[config.mk]
export PLATFORM = sky130hd
export DESIGN_NAME = ps2_key_events
export DESIGN_NICKNAME = d
export VERILOG_FILES = /design/src/rtl/bk_kbd_pkg.sv /design/src/rtl/ps2_frame_rx.sv /design/src/rtl/ps2_key_events.sv
export SDC_FILE = /design/constraint.sdc
export NUM_CORES = 1
export LEC_CHECK = 0
export ABC_CLOCK_PERIOD_IN_PS = 3080
export BUFFER_PORTS_ARGS = -buffer_cell sky130_fd_sc_hd__buf_2
export CAP_MARGIN = 20
export CORE_UTILIZATION = 50
export CTS_BUF_LIST = sky130_fd_sc_hd__clkbuf_16
export DETAILED_ROUTE_END_ITERATION = 10
export PLACE_DENSITY = 0.67
export SYNTH_ARGS = -nofsm -noshare
export SYNTH_HDL_FRONTEND = slang
export SYNTH_SLANG_ARGS = --single-unit
[constraint.sdc]
create_clock -name clk25 -period 3.08 [get_ports clk25]
set_clock_uncertainty 0.1 [all_clocks]
set_input_delay 0.924 -clock clk25 [delete_from_list [all_inputs] [get_ports clk25]]
set_output_delay 0.924 -clock clk25 [all_outputs]
set_load 0.02 [all_outputs]
[src/rtl/bk_kbd_pkg.sv]
// Shared constants and types for the PS/2 keyboard front end.
`timescale 1ns/1ps
package bk_kbd_pkg;
    localparam logic [7:0] PS2_PREFIX_EXT = 8'hE0;
    localparam logic [7:0] PS2_PREFIX_BRK = 8'hF0;

    typedef enum logic [1:0] {
        ST_IDLE,
        ST_DATA,
        ST_PARITY,
        ST_STOP
    } frame_state_t;

    typedef struct packed {
        logic       ext;
        logic       rel;
        logic [7:0] code;
    } key_event_t;
endpackage

[src/rtl/ps2_frame_rx.sv]
// PS/2 receiver: pin synchronizers, clock glitch filter, 11-bit frame FSM
// and a partial-frame timeout. Emits one byte_valid_o or err_o pulse per frame.
`timescale 1ns/1ps
module ps2_frame_rx
    import bk_kbd_pkg::*;
#(
    parameter int FILTER_LEN  = 8,
    parameter int TIMEOUT_CYC = 25000
) (
    input  logic       clk_i,
    input  logic       rst_ni,
    input  logic       ps2_clk_i,
    input  logic       ps2_data_i,
    output logic [7:0] byte_o,
    output logic       byte_valid_o,
    output logic       err_o
);
    localparam int TW = $clog2(TIMEOUT_CYC);
    localparam logic [TW-1:0] TMO_MAX = TW'(TIMEOUT_CYC - 1);

    logic [1:0]            clk_sync_q, data_sync_q;
    logic [FILTER_LEN-1:0] hist_q;
    logic                  filt_q, fall_q;
    frame_state_t          state_q, state_d;
    logic [2:0]            bitcnt_q, bitcnt_d;
    logic [7:0]            shift_q, shift_d;
    logic                  par_q, par_d;
    logic [TW-1:0]         tmo_q, tmo_d;
    logic                  valid_q, valid_d, err_q, err_d;
    logic                  data_s;

    assign data_s = data_sync_q[1];

    // Filtered clock only moves once the whole history agrees; the fall
    // strobe is raised in the same cycle the filtered level drops.
    always_ff @(posedge clk_i or negedge rst_ni) begin
        if (!rst_ni) begin
            clk_sync_q  <= 2'b11;
            data_sync_q <= 2'b11;
            hist_q      <= '1;
            filt_q      <= 1'b1;
            fall_q      <= 1'b0;
        end else begin
            clk_sync_q  <= {clk_sync_q[0], ps2_clk_i};
            data_sync_q <= {data_sync_q[0], ps2_data_i};
            hist_q      <= {hist_q[FILTER_LEN-2:0], clk_sync_q[1]};
            if (&hist_q)
                filt_q <= 1'b1;
            else if (~|hist_q)
                filt_q <= 1'b0;
            fall_q      <= filt_q & ~|hist_q;
        end
    end

    always_comb begin
        state_d  = state_q;
        bitcnt_d = bitcnt_q;
        shift_d  = shift_q;
        par_d    = par_q;
        tmo_d    = tmo_q;
        valid_d  = 1'b0;
        err_d    = 1'b0;
        if (fall_q) begin
            tmo_d = '0;
            case (state_q)
                ST_IDLE: begin
                    if (!data_s) begin
                        state_d  = ST_DATA;
                        bitcnt_d = 3'd0;
                    end else begin
                        err_d = 1'b1;
                    end
                end
                ST_DATA: begin
                    shift_d  = {data_s, shift_q[7:1]};
                    bitcnt_d = bitcnt_q + 3'd1;
                    if (bitcnt_q == 3'd7)
                        state_d = ST_PARITY;
                end
                ST_PARITY: begin
                    par_d   = data_s;
                    state_d = ST_STOP;
                end
                ST_STOP: begin
                    if (data_s && (^shift_q ^ par_q))
                        valid_d = 1'b1;
                    else
                        err_d = 1'b1;
                    state_d = ST_IDLE;
                end
                default: state_d = ST_IDLE;
            endcase
        end else if (tmo_q != TMO_MAX) begin
            tmo_d = tmo_q + 1'b1;
        end else if (state_q != ST_IDLE) begin
            state_d = ST_IDLE;
            err_d   = 1'b1;
        end
    end

    always_ff @(posedge clk_i or negedge rst_ni) begin
        if (!rst_ni) begin
            state_q  <= ST_IDLE;
            bitcnt_q <= '0;
            shift_q  <= '0;
            par_q    <= 1'b0;
            tmo_q    <= '0;
            valid_q  <= 1'b0;
            err_q    <= 1'b0;
        end else begin
            state_q  <= state_d;
            bitcnt_q <= bitcnt_d;
            shift_q  <= shift_d;
            par_q    <= par_d;
            tmo_q    <= tmo_d;
            valid_q  <= valid_d;
            err_q    <= err_d;
        end
    end

    assign byte_o       = shift_q;
    assign byte_valid_o = valid_q;
    assign err_o        = err_q;
endmodule

[src/rtl/ps2_key_events.sv]
// Folds E0/F0 prefixes into key events and queues them in a small FIFO
// read through an available/read handshake.
`timescale 1ns/1ps
module ps2_key_events
    import bk_kbd_pkg::*;
#(
    parameter int FILTER_LEN  = 8,
    parameter int TIMEOUT_CYC = 25000,
    parameter int FIFO_DEPTH  = 4
) (
    input  logic       clk25,
    input  logic       reset_n,
    input  logic       ps2_clk,
    input  logic       ps2_data,
    output logic [7:0] code_o,
    output logic       ext_o,
    output logic       release_o,
    output logic       available_o,
    input  logic       read_i,
    output logic       frame_err_o,
    output logic       overflow_o,
    input  logic       clr_err_i
);
    localparam int AW = $clog2(FIFO_DEPTH);
    localparam logic [AW:0] FULL_CNT = (AW+1)'(FIFO_DEPTH);

    logic [7:0]    rx_byte;
    logic          rx_valid, rx_err;
    logic          ext_q, rel_q, ovf_q;
    logic [AW-1:0] wr_ptr_q, rd_ptr_q;
    logic [AW:0]   count_q;
    key_event_t    mem [FIFO_DEPTH];
    key_event_t    head, new_ev;
    logic          is_ext, is_brk, push_req, full, do_pop, do_push;

    ps2_frame_rx #(
        .FILTER_LEN  (FILTER_LEN),
        .TIMEOUT_CYC (TIMEOUT_CYC)
    ) u_rx (
        .clk_i        (clk25),
        .rst_ni       (reset_n),
        .ps2_clk_i    (ps2_clk),
        .ps2_data_i   (ps2_data),
        .byte_o       (rx_byte),
        .byte_valid_o (rx_valid),
        .err_o        (rx_err)
    );

    assign is_ext      = rx_valid && (rx_byte == PS2_PREFIX_EXT);
    assign is_brk      = rx_valid && (rx_byte == PS2_PREFIX_BRK);
    assign push_req    = rx_valid && !is_ext && !is_brk;
    assign full        = (count_q == FULL_CNT);
    assign available_o = (count_q != '0);
    assign do_pop      = read_i && available_o;
    // A full FIFO still accepts a push when the head leaves in the same cycle.
    assign do_push     = push_req && (!full || do_pop);
    assign new_ev      = '{ext: ext_q, rel: rel_q, code: rx_byte};

    always_ff @(posedge clk25) begin
        if (do_push)
            mem[wr_ptr_q] <= new_ev;
    end

    always_ff @(posedge clk25 or negedge reset_n) begin
        if (!reset_n) begin
            ext_q    <= 1'b0;
            rel_q    <= 1'b0;
            ovf_q    <= 1'b0;
            wr_ptr_q <= '0;
            rd_ptr_q <= '0;
            count_q  <= '0;
        end else begin
            if (is_ext)
                ext_q <= 1'b1;
            else if (is_brk)
                rel_q <= 1'b1;
            else if (push_req) begin
                ext_q <= 1'b0;
                rel_q <= 1'b0;
            end
            if (push_req && full && !do_pop)
                ovf_q <= 1'b1;
            else if (clr_err_i)
                ovf_q <= 1'b0;
            if (do_push)
                wr_ptr_q <= wr_ptr_q + 1'b1;
            if (do_pop)
                rd_ptr_q <= rd_ptr_q + 1'b1;
            if (do_push && !do_pop)
                count_q <= count_q + 1'b1;
            else if (do_pop && !do_push)
                count_q <= count_q - 1'b1;
        end
    end

    assign head        = mem[rd_ptr_q];
    assign code_o      = available_o ? head.code : 8'h00;
    assign ext_o       = available_o ? head.ext  : 1'b0;
    assign release_o   = available_o ? head.rel  : 1'b0;
    assign frame_err_o = rx_err;
    assign overflow_o  = ovf_q;
endmodule

# Word-level counts from Yosys, hierarchy flattened
# Memory sizes are Yosys's and may differ from the RTL's.
# Index checks and enable logic that the tools add are counted.
# word_totals
regBits	55
ramBits	40
inputBits	6
n_memories	1
# mem_list
memory	words	width	rd	rd_clocked_by_memory_dff	wr	line_no	text
mem	4	10	1	0	1	ps2_key_events.sv:32	key_event_t mem [FIFO_DEPTH];
# classes
addsub	6
eq_ne	14
n_mux	34
bitwise_logic	3
n_reduce_logical	37
# ops
op	n
$mux W15	2
$mux W1	20
$eq A8 B8 Y1 const B	2
$reduce_bool A2 Y1	8
$add A15 B1 Y15 const B	1
$ne A15 B15 Y1 const B	1
$logic_and A1 B1 Y1	11
$mux W2	5
$mux W3	3
$mux W8	1
$pmux W2 S4	1
$reduce_and A2 Y1	4
$reduce_and A8 Y1	1
$reduce_or A8 Y1	1
$reduce_xor A8 Y1	1
$add A3 B1 Y3 const B	2
$eq A3 B3 Y1 const B	2
$logic_not A1 Y1	6
$ne A3 B3 Y1 const B	2
$pmux W3 S2	1
$add A2 B1 Y2 const B	2
$eq A2 B2 Y1 const B	2
$ne A2 B1 Y1 const B	2
$ne A2 B2 Y1 const B	2
other kinds (11)	11

# Logic depth before layout (Yosys ltp)
# Gate-level depths: netlist (run 1).
# depth
depth_word	10
ltp_mapped	11
mapped_depth_nobuf	11

# By module
# A second synthesis (run 1) with hierarchy kept.
# unflattened
cells_unflattened	276
hier_area_um2	4073.9
# modules_own_cells
mod	instances	cells_each	area_each_um2	seq_area_each_um2
ps2_key_events	1	111	2088.3	1451.4
ps2_frame_rx	1	165	1985.7	1142.3

# Worst setup path before layout (run 1)
# Ideal clock, no wire load.
# synth_timing
kind	in2reg
from	input port read_i
to	register count_q[1]
arrival_time_ps	2318
required_time_ps	2855
path_slack_ps	538
cell_stages	6
n_path_buf	0
path_cell_list	nor4b_1 > nor2_1 > ha_1 > inv_1 > fa_1 > mux2_2
# synth_between
elab_chain_cells	6
# synth_lines
element	line_no	text
start: declaration	ps2_key_events.sv:19	input logic read_i,
$logic_and A1 B1 Y1 (*)	ps2_key_events.sv:54	assign do_pop = read_i && available_o;
$logic_or A1 B1 Y1 (*)	ps2_key_events.sv:56	assign do_push = push_req && (!full || do_pop);
$logic_and A1 B1 Y1 (*)	ps2_key_events.sv:56	
net do_push	ps2_key_events.sv:34	logic is_ext, is_brk, push_req, full, do_pop, do_push;
$logic_not A1 Y1	ps2_key_events.sv:91	else if (do_pop && !do_push)
$logic_and A1 B1 Y1	ps2_key_events.sv:91	
$reduce_bool A2 Y1 (no line)	n/a	
end signal: assignment	ps2_key_events.sv:90	count_q <= count_q + 1'b1;
end signal: assignment	ps2_key_events.sv:92	count_q <= count_q - 1'b1;
end: declaration	ps2_key_events.sv:31	logic [AW:0] count_q;
# Mark *: on every way through the listed nets, which the timed path passes. The rest lies on a longest branch.
# A chain may end at the register's enable or synchronous reset.

# Worst setup path in the final report (run 1)
# layout_timing
from	register rd_ptr_q[0]
to	output port code_o[0]
# layout_between
elab_chain_cells	2
# layout_lines
element	line_no	text
start: declaration	ps2_key_events.sv:30	logic [AW-1:0] wr_ptr_q, rd_ptr_q;
start signal: assignment	ps2_key_events.sv:88	rd_ptr_q <= rd_ptr_q + 1'b1;
$mem_v2 Z4 W10	n/a	
$mux W8	ps2_key_events.sv:97	assign code_o = available_o ? head.code : 8'h00;
end: declaration	ps2_key_events.sv:15	output logic [7:0] code_o,
# No other way between the ends.

==> results of run 1 <==
## worst max-delay path, stage by stage, from the launching register on
cell	delay, ps
dfrtp_1	320
buf_4	240
mux4_2	540
and2_1	170
buf_2	150
## cell families after synthesis
family                   after synthesis  share of synthesized area, %
buffers and inverters                 19                          1.87
flip-flops                            95                          63.6
XOR/XNOR                              20                          4.63
AO/OA/AOI/OAI                         26                          3.96
multiplexers                          20                          8.25
AND/OR/NAND/NOR                       90                          12.0
adder cells (fa/ha/maj)               18                          5.71
## cell type report
type / count / area, um2 / area share [%]
sequential: 95 / 2590 / 56.9
multi-input combinational: 174 / 1410 / 30.9
timing repair buffer: 21 / 113 / 2.47
clock buffer: 9 / 225 / 4.94
clock inverter: 7 / 41.3 / 0.906
tap: 102 / 128 / 2.80
inverter: 13 / 48.8 / 1.07
## sequential cells by signal, summed over array words and instances, names as in the netlist, 2 cells and up
register / flops
count_q: 3
mem: 40
rd_ptr_q: 2
u_rx.bitcnt_q: 3
u_rx.byte_o: 8
u_rx.clk_sync_q: 2
u_rx.data_sync_q: 2
u_rx.hist_q: 8
u_rx.state_q: 2
u_rx.tmo_q: 15
wr_ptr_q: 2
## per-stage QoR
stage / area, um2 / cells
detailed placement: 4290 / 405
global placement: 4290 / 405
CTS: 4560 / 421
finish: 4560 / 421
floorplan: 4080 / 288
global route: 4560 / 421
## cell usage after synthesis (2+ instances only)
cell type	n	area [um2]
a21oi_1	5	25.0
a22o_1	2	17.5
a32o_1	2	20.0
and2_1	14	87.6
and3_1	5	31.3
clkbuf_1	4	15.0
dfrtp_1	42	1050
dfstp_2	13	342
edfxtp_1	40	1200
ha_1	17	213
inv_1	13	48.8
mux2_2	9	101
mux4_2	10	225
nand2_1	20	75.1
nand3_1	9	45.0
nand4_1	7	43.8
nor2_1	15	56.3
nor2b_1	2	12.5
nor3_1	2	10.0
nor3b_1	2	15.0
nor4_1	4	25.0
o21ai_0	12	60.1
or3_1	4	25.0
xnor2_1	10	87.6
xor2_1	9	78.8
## power by group
| part | internal, mW | switching, mW | leakage, nW | total [mW] |
|---|---|---|---|---|
| Sequential | 1.40 | 0.112 | 1.13 | 1.51 |
| Combinational | 0.160 | 0.165 | 0.672 | 0.325 |
| Clock | 0.541 | 0.448 | 0.136 | 0.989 |
| Total | 2.10 | 0.724 | 1.93 | 2.82 |
## routing by layer
metal,up-vias,share of wire (%),global-route usage (%)
met4,0,2.5,9.38
met2,35,47,26.2
li1,1100,-,-
met5,-,0,0
met1,1097,48,22.8
met3,11,2.2,2.96
## how the worst max path moves through the flow
| stage | startpoint | end | slack [ps] |
|---|---|---|---|
| floorplan | read_i | count_q[1] | 540 |
| global placement | read_i | count_q[1] | 330 |
| detailed placement | read_i | count_q[1] | 290 |
| CTS | rd_ptr_q[0] | code_o[5] | 260 |
| global route | u_rx.byte_o[4] | count_q[2] | 90 |
| finish | rd_ptr_q[0] | code_o[0] | 290 |
==> out/metrics.csv, run 1 <==
metric,value,unit
r2r_start,u_rx.byte_o[4],
n_fill_cell,657,
cts_setup_buffers,0,
first_iter_violations,105,
firstDrtPassIters,4,
grt_pass1_vias,2264,
synth_cells,288,
whs,255,ps
mostFrequentLayoutCells,"42 x dfrtp_1, 40 x edfxtp_1, 20 x nand2_1, 18 x buf_2, 17 x ha_1",
tritoncts,built,
placeableCoreArea,7810,um2
whs_path_depth,0,
setup-violations-final,0,
portBuffers,18,
dp_slack,290,ps
syn_avg_cell_area,14.2,um2
r2r_cells,11,
wl_per_cell,15.2,um
fin_tns_setup,0,ps
hold_start,u_rx.data_sync_q[0],
htree_levels,3,
fmax,358,MHz
layout-drive-gt1-share,21.3,%
num-nets-final,338,
clockBufferDepth,2,
yosys_most_used_dff,dfrtp_1,
synth-async-reset-ratio,57.9,%
r2r_slack,340,ps
num_rows,32,
yosysSeqAreaShare,63.6,%
grt_use_total,16.9,%
r2r-end,count_q[2],
critPathMaxFanout,12,
min_period,2790,ps
fin_crit_sh,90.6,%
final_common_cell,dfrtp_1,
hold_buffers,0,
worst_hold_path_type,register to register,
synth.distinct_cells,41,
cp.arrival,1770,ps
power_density,619,nW/um2
startpoint_type,register,
n_antenna_cell,0,
worstPathRequired,2060,ps
synth-edff-count,40,
layout_setup_ws,291,ps
io_pins,19,
slew_violations,0,
post_drt_via_cell_ratio,5.33,
dieArea,8520,um2
clk_pin_slew,60,ps
die_y,92.3,um
drt-total-wl,6380,um
clock_latency,340,ps
synth_area,4080,um2
total_power,2.82,mW
synth_nets,312,
p_leak,1.93,nW
worst-slew-pin-transition,705,ps
die_w,92.3,um
grt_max_degree,29,
holdPathEnd,u_rx.data_sync_q[1],
ys_warn_count,0,
grt_pass1_wl,10900,um
antenna_found_initial,0,
relSlewSlack,53.0,%
crit_type,register to output port,
fin_util,58.4,%
endpoint_kind,output port,
cts-root-buf,clkbuf_16,
peakVddDrop,0.000342,V
gp_congestion,0.750,
area_growth_syn_to_layout,11.7,%
cts-resized-gates,0,
antenna_left,0,
hold_violations,0,
outcome,"complete, no violations",
ys_ff_latch,95,
cts_buffers,9,
start_util,52.2,%
maxCapViolCount,0,
vias,2243,
clock-sinks,95,
drc_errors,0,
grt_overflow,0,
place_hpwl,4270,um
rsz0062_at_grt,false,
No activity file was read; power rests on OpenSTA's default activity.
==> run 2, diff against run 1 <==
SYNTH_HIERARCHICAL = 1   (was default)
==> run 2 against run 1 <==
  * Total power is 0.93% higher
  * Core utilization increased by 0.24 points
  * Sequential share of layout area fell by 0.23 points
  * Worst setup slack worse by 23 ps
  * Synthesized area down 0.12%
  * Hold slack gained 1.2 ps
  * Largest power group unchanged
==> out/metrics.csv, run 2 <==
metric,value,unit,change
fmax,356,MHz,-0.80%
slew_violations,0,,unchanged
setup-violations-final,0,,unchanged
grt_overflow,0,,unchanged
endpoint_kind,output port,,
n_antenna_cell,0,,unchanged
fin_crit_sh,91.3,%,+0.73 points
post_drt_via_cell_ratio,5.41,,+1.6%
drt-total-wl,6440,um,+0.92%
top_regs,"mem: 40 flops, u_rx/tmo_q: 15 flops",,
num-nets-final,321,,-5.0%
cts_setup_buffers,0,,unchanged
critPathMaxFanout,12,,unchanged
startpoint_type,register,,
dp_slack,358,ps,+68.4 ps
placeableCoreArea,7810,um2,unchanged
layout_setup_ws,268,ps,-22.6 ps
path_cells,buf_4 -> mux4_1 -> and2_1 -> buf_2,,
yosysTopAreaCell,edfxtp_1,,
power_frac_clock,36.8,%,+1.8 points
clk_pin_slew,70,ps,about the same
relSlewSlack,60.3,%,+7.2 points
synth_nets,296,,-5.1%
synth-edff-count,40,,unchanged
clockBufferDepth,2,,unchanged
place_hpwl,4270,um,about the same
grt_pass1_vias,2221,,-1.9%
yosys-top-cells-area,"edfxtp_1 29%, dfrtp_1 26%, dfstp_2 8.4%",,
seq_area,2590,um2,unchanged
clock-sinks,95,,unchanged
wl_per_cell,15.8,um,+4.1%
synth-async-reset-ratio,57.9,%,unchanged
ys_warn_count,6,,+6
die_y,92.3,um,about the same
power_frac_seq,52.8,%,-0.6 points
firstDrtPassIters,4,,unchanged
antenna_left,0,,unchanged
start_util,52.2,%,-0.064 points
crit_type,register to output port,,
final_common_cell,dfrtp_1,,
min_period,2810,ps,+22.6 ps
critPathMaxStageDelay,570,ps,+30 ps
layout-drive-gt1-share,23.2,%,+1.9 points
multiInputGateArea,1420,um2,+0.44%
rsz0062_at_grt,false,,
power_density,622,nW/um2,+0.51%
worst-slew-pin-transition,596,ps,-109 ps
r2r_slack,660,ps,+320 ps
cts_buffers,9,,unchanged
grt_max_degree,33,,+14%
vias,2209,,-1.5%
hold_buffers,0,,unchanged
synth_common_cells,"42 x dfrtp_1, 40 x edfxtp_1, 14 x and2_1, 14 x nor2_1",,
clock_latency,340,ps,about the same
critPathSlowestCell,mux4_1,,
antenna_found_initial,0,,unchanged
synth_top_area_share,29.5,%,+0.036 points
maxCapViolCount,0,,unchanged
swShare,25.1,%,-0.61 points
grt_pass1_wl,11000,um,+1.2%
mostFrequentLayoutCells,"42 x dfrtp_1, 40 x edfxtp_1, 18 x buf_2, 14 x and2_1, 14 x nor2_1",,
outcome,"complete, no violations",,
syn_avg_cell_area,14.8,um2,+4.2%
use_met1,23.7,%,+0.95 points
gp_congestion,0.788,,+5.1%
combPwrFrac,10.4,%,-1.1 points
p_sw,0.714,mW,-1.5%
cts-resized-gates,0,,unchanged
met2_usage,27.1,%,+0.88 points
num_rows,32,,unchanged
grt_use_total,17.3,%,+0.36 points
cp.arrival,1790,ps,+20 ps
synth_area,4070,um2,-0.12%
dieArea,8510,um2,-0.12%
ys_ff_latch,95,,unchanged
first_iter_violations,82,,-22%
die_w,92.3,um,about the same
synth.distinct_cells,44,,+7.3%
fin_tns_setup,0,ps,unchanged
htree_levels,3,,unchanged
largest_reg_flops,40,,unchanged
tritoncts,built,,
portBuffers,18,,unchanged
regMostFlops,mem,,
drc_errors,0,,unchanged
yosys_most_used_dff,dfrtp_1,,
io_pins,19,,unchanged
synth_cells,276,,-4.2%
n_fill_cell,635,,-3.3%
grt.busiest_layer,met2,,
p_leak,1.99,nW,+3.1%
cts-root-buf,clkbuf_16,,
intPower,2.13,mW,+1.8%
area_growth_syn_to_layout,12.3,%,
worstPathRequired,2060,ps,about the same
yosysMostFrequentCell,dfrtp_1,,
yosysSeqAreaShare,63.7,%,+0.078 points
peakVddDrop,0.000307,V,-10%
worst_hold_path_type,register to register,,
met3_usage,2.74,%,-0.22 points
hold_violations,0,,unchanged
fin_util,58.6,%,+0.24 points
## run 2: cell count changes after synthesis, moves of 4 or more
cell	change
o21ai_0	-6
a21oi_1	+4
inv_1	-5
nand2_1	-8
ha_1	-4
## run 2: power by group through the flow
stage | Sequential, mW | Combinational (mW) | Clock, mW
5_1_grt | 1.52 | 0.337 | 1.11
3_3_place_gp | 1.53 | 0.292 | 0
4_1_cts | 1.50 | 0.302 | 1.07
2_1_floorplan | 1.49 | 0.260 | 0
3_5_place_dp | 1.53 | 0.301 | 0
6_report | 1.50 | 0.295 | 1.05
## run 2: kinds of logic (layout without fill, tap and decap cells)
logic type | count (synthesis) | in the layout | synth area share, %
compound gates | 26 | 26 | 4.39
xor+xnor | 22 | 22 | 5.07
mux | 22 | 22 | 9.12
simple gates | 82 | 82 | 11.7
flops | 95 | 95 | 63.7
buf+inv | 15 | 45 | 1.60
fa+ha+maj | 14 | 14 | 4.48
## run 2: through the flow
step	instance area, um2	power (mW)	instances	hold WS, ps
after floorplan	4070	1.75	276	245
after global placement	4290	1.82	392	246
after detailed placement	4290	1.83	392	249
after CTS	4580	2.87	408	258
after global routing	4580	2.97	408	259
final	4580	2.85	408	257
## run 2: final timing paths
kind,startpoint,endpoint,cells after the start
worst min register to register,u_rx/data_sync_q[0],u_rx/data_sync_q[1],0
worst max-delay path,rd_ptr_q[0],code_o[1],4
max in group asynchronous,reset_n,u_rx/data_sync_q[0],2
min in group asynchronous,reset_n,rd_ptr_q[1],1
worst max register to register,count_q[0],count_q[2],8
worst min-delay path,u_rx/data_sync_q[0],u_rx/data_sync_q[1],0
## run 2: final cells by class
type / instances / area share, %
Multi-Input combinational cell: 166 / 30.9
Clock buffer: 10 / 5.47
Tap cell: 102 / 2.79
Inverter: 8 / 0.656
Clock inverter: 6 / 0.765
Timing Repair Buffer: 21 / 2.73
Sequential cell: 95 / 56.7
## run 2: critical path, delay by kind of cell (launching register included)
kind	cells	cell delay, ps
buffers and inverters	2	380
flip-flops	1	320
multiplexers	1	570
AND/OR/NAND/NOR	1	170
## run 2: metal layers
layer  part of all wire [%]  wire (um)  vias to the layer above
li1                       -          -                     1074
met1                     49       3130                     1094
met2                     47       3040                       30
met3                    2.2        141                       11
met4                    2.0        127                        0
met5                      0          0                        -
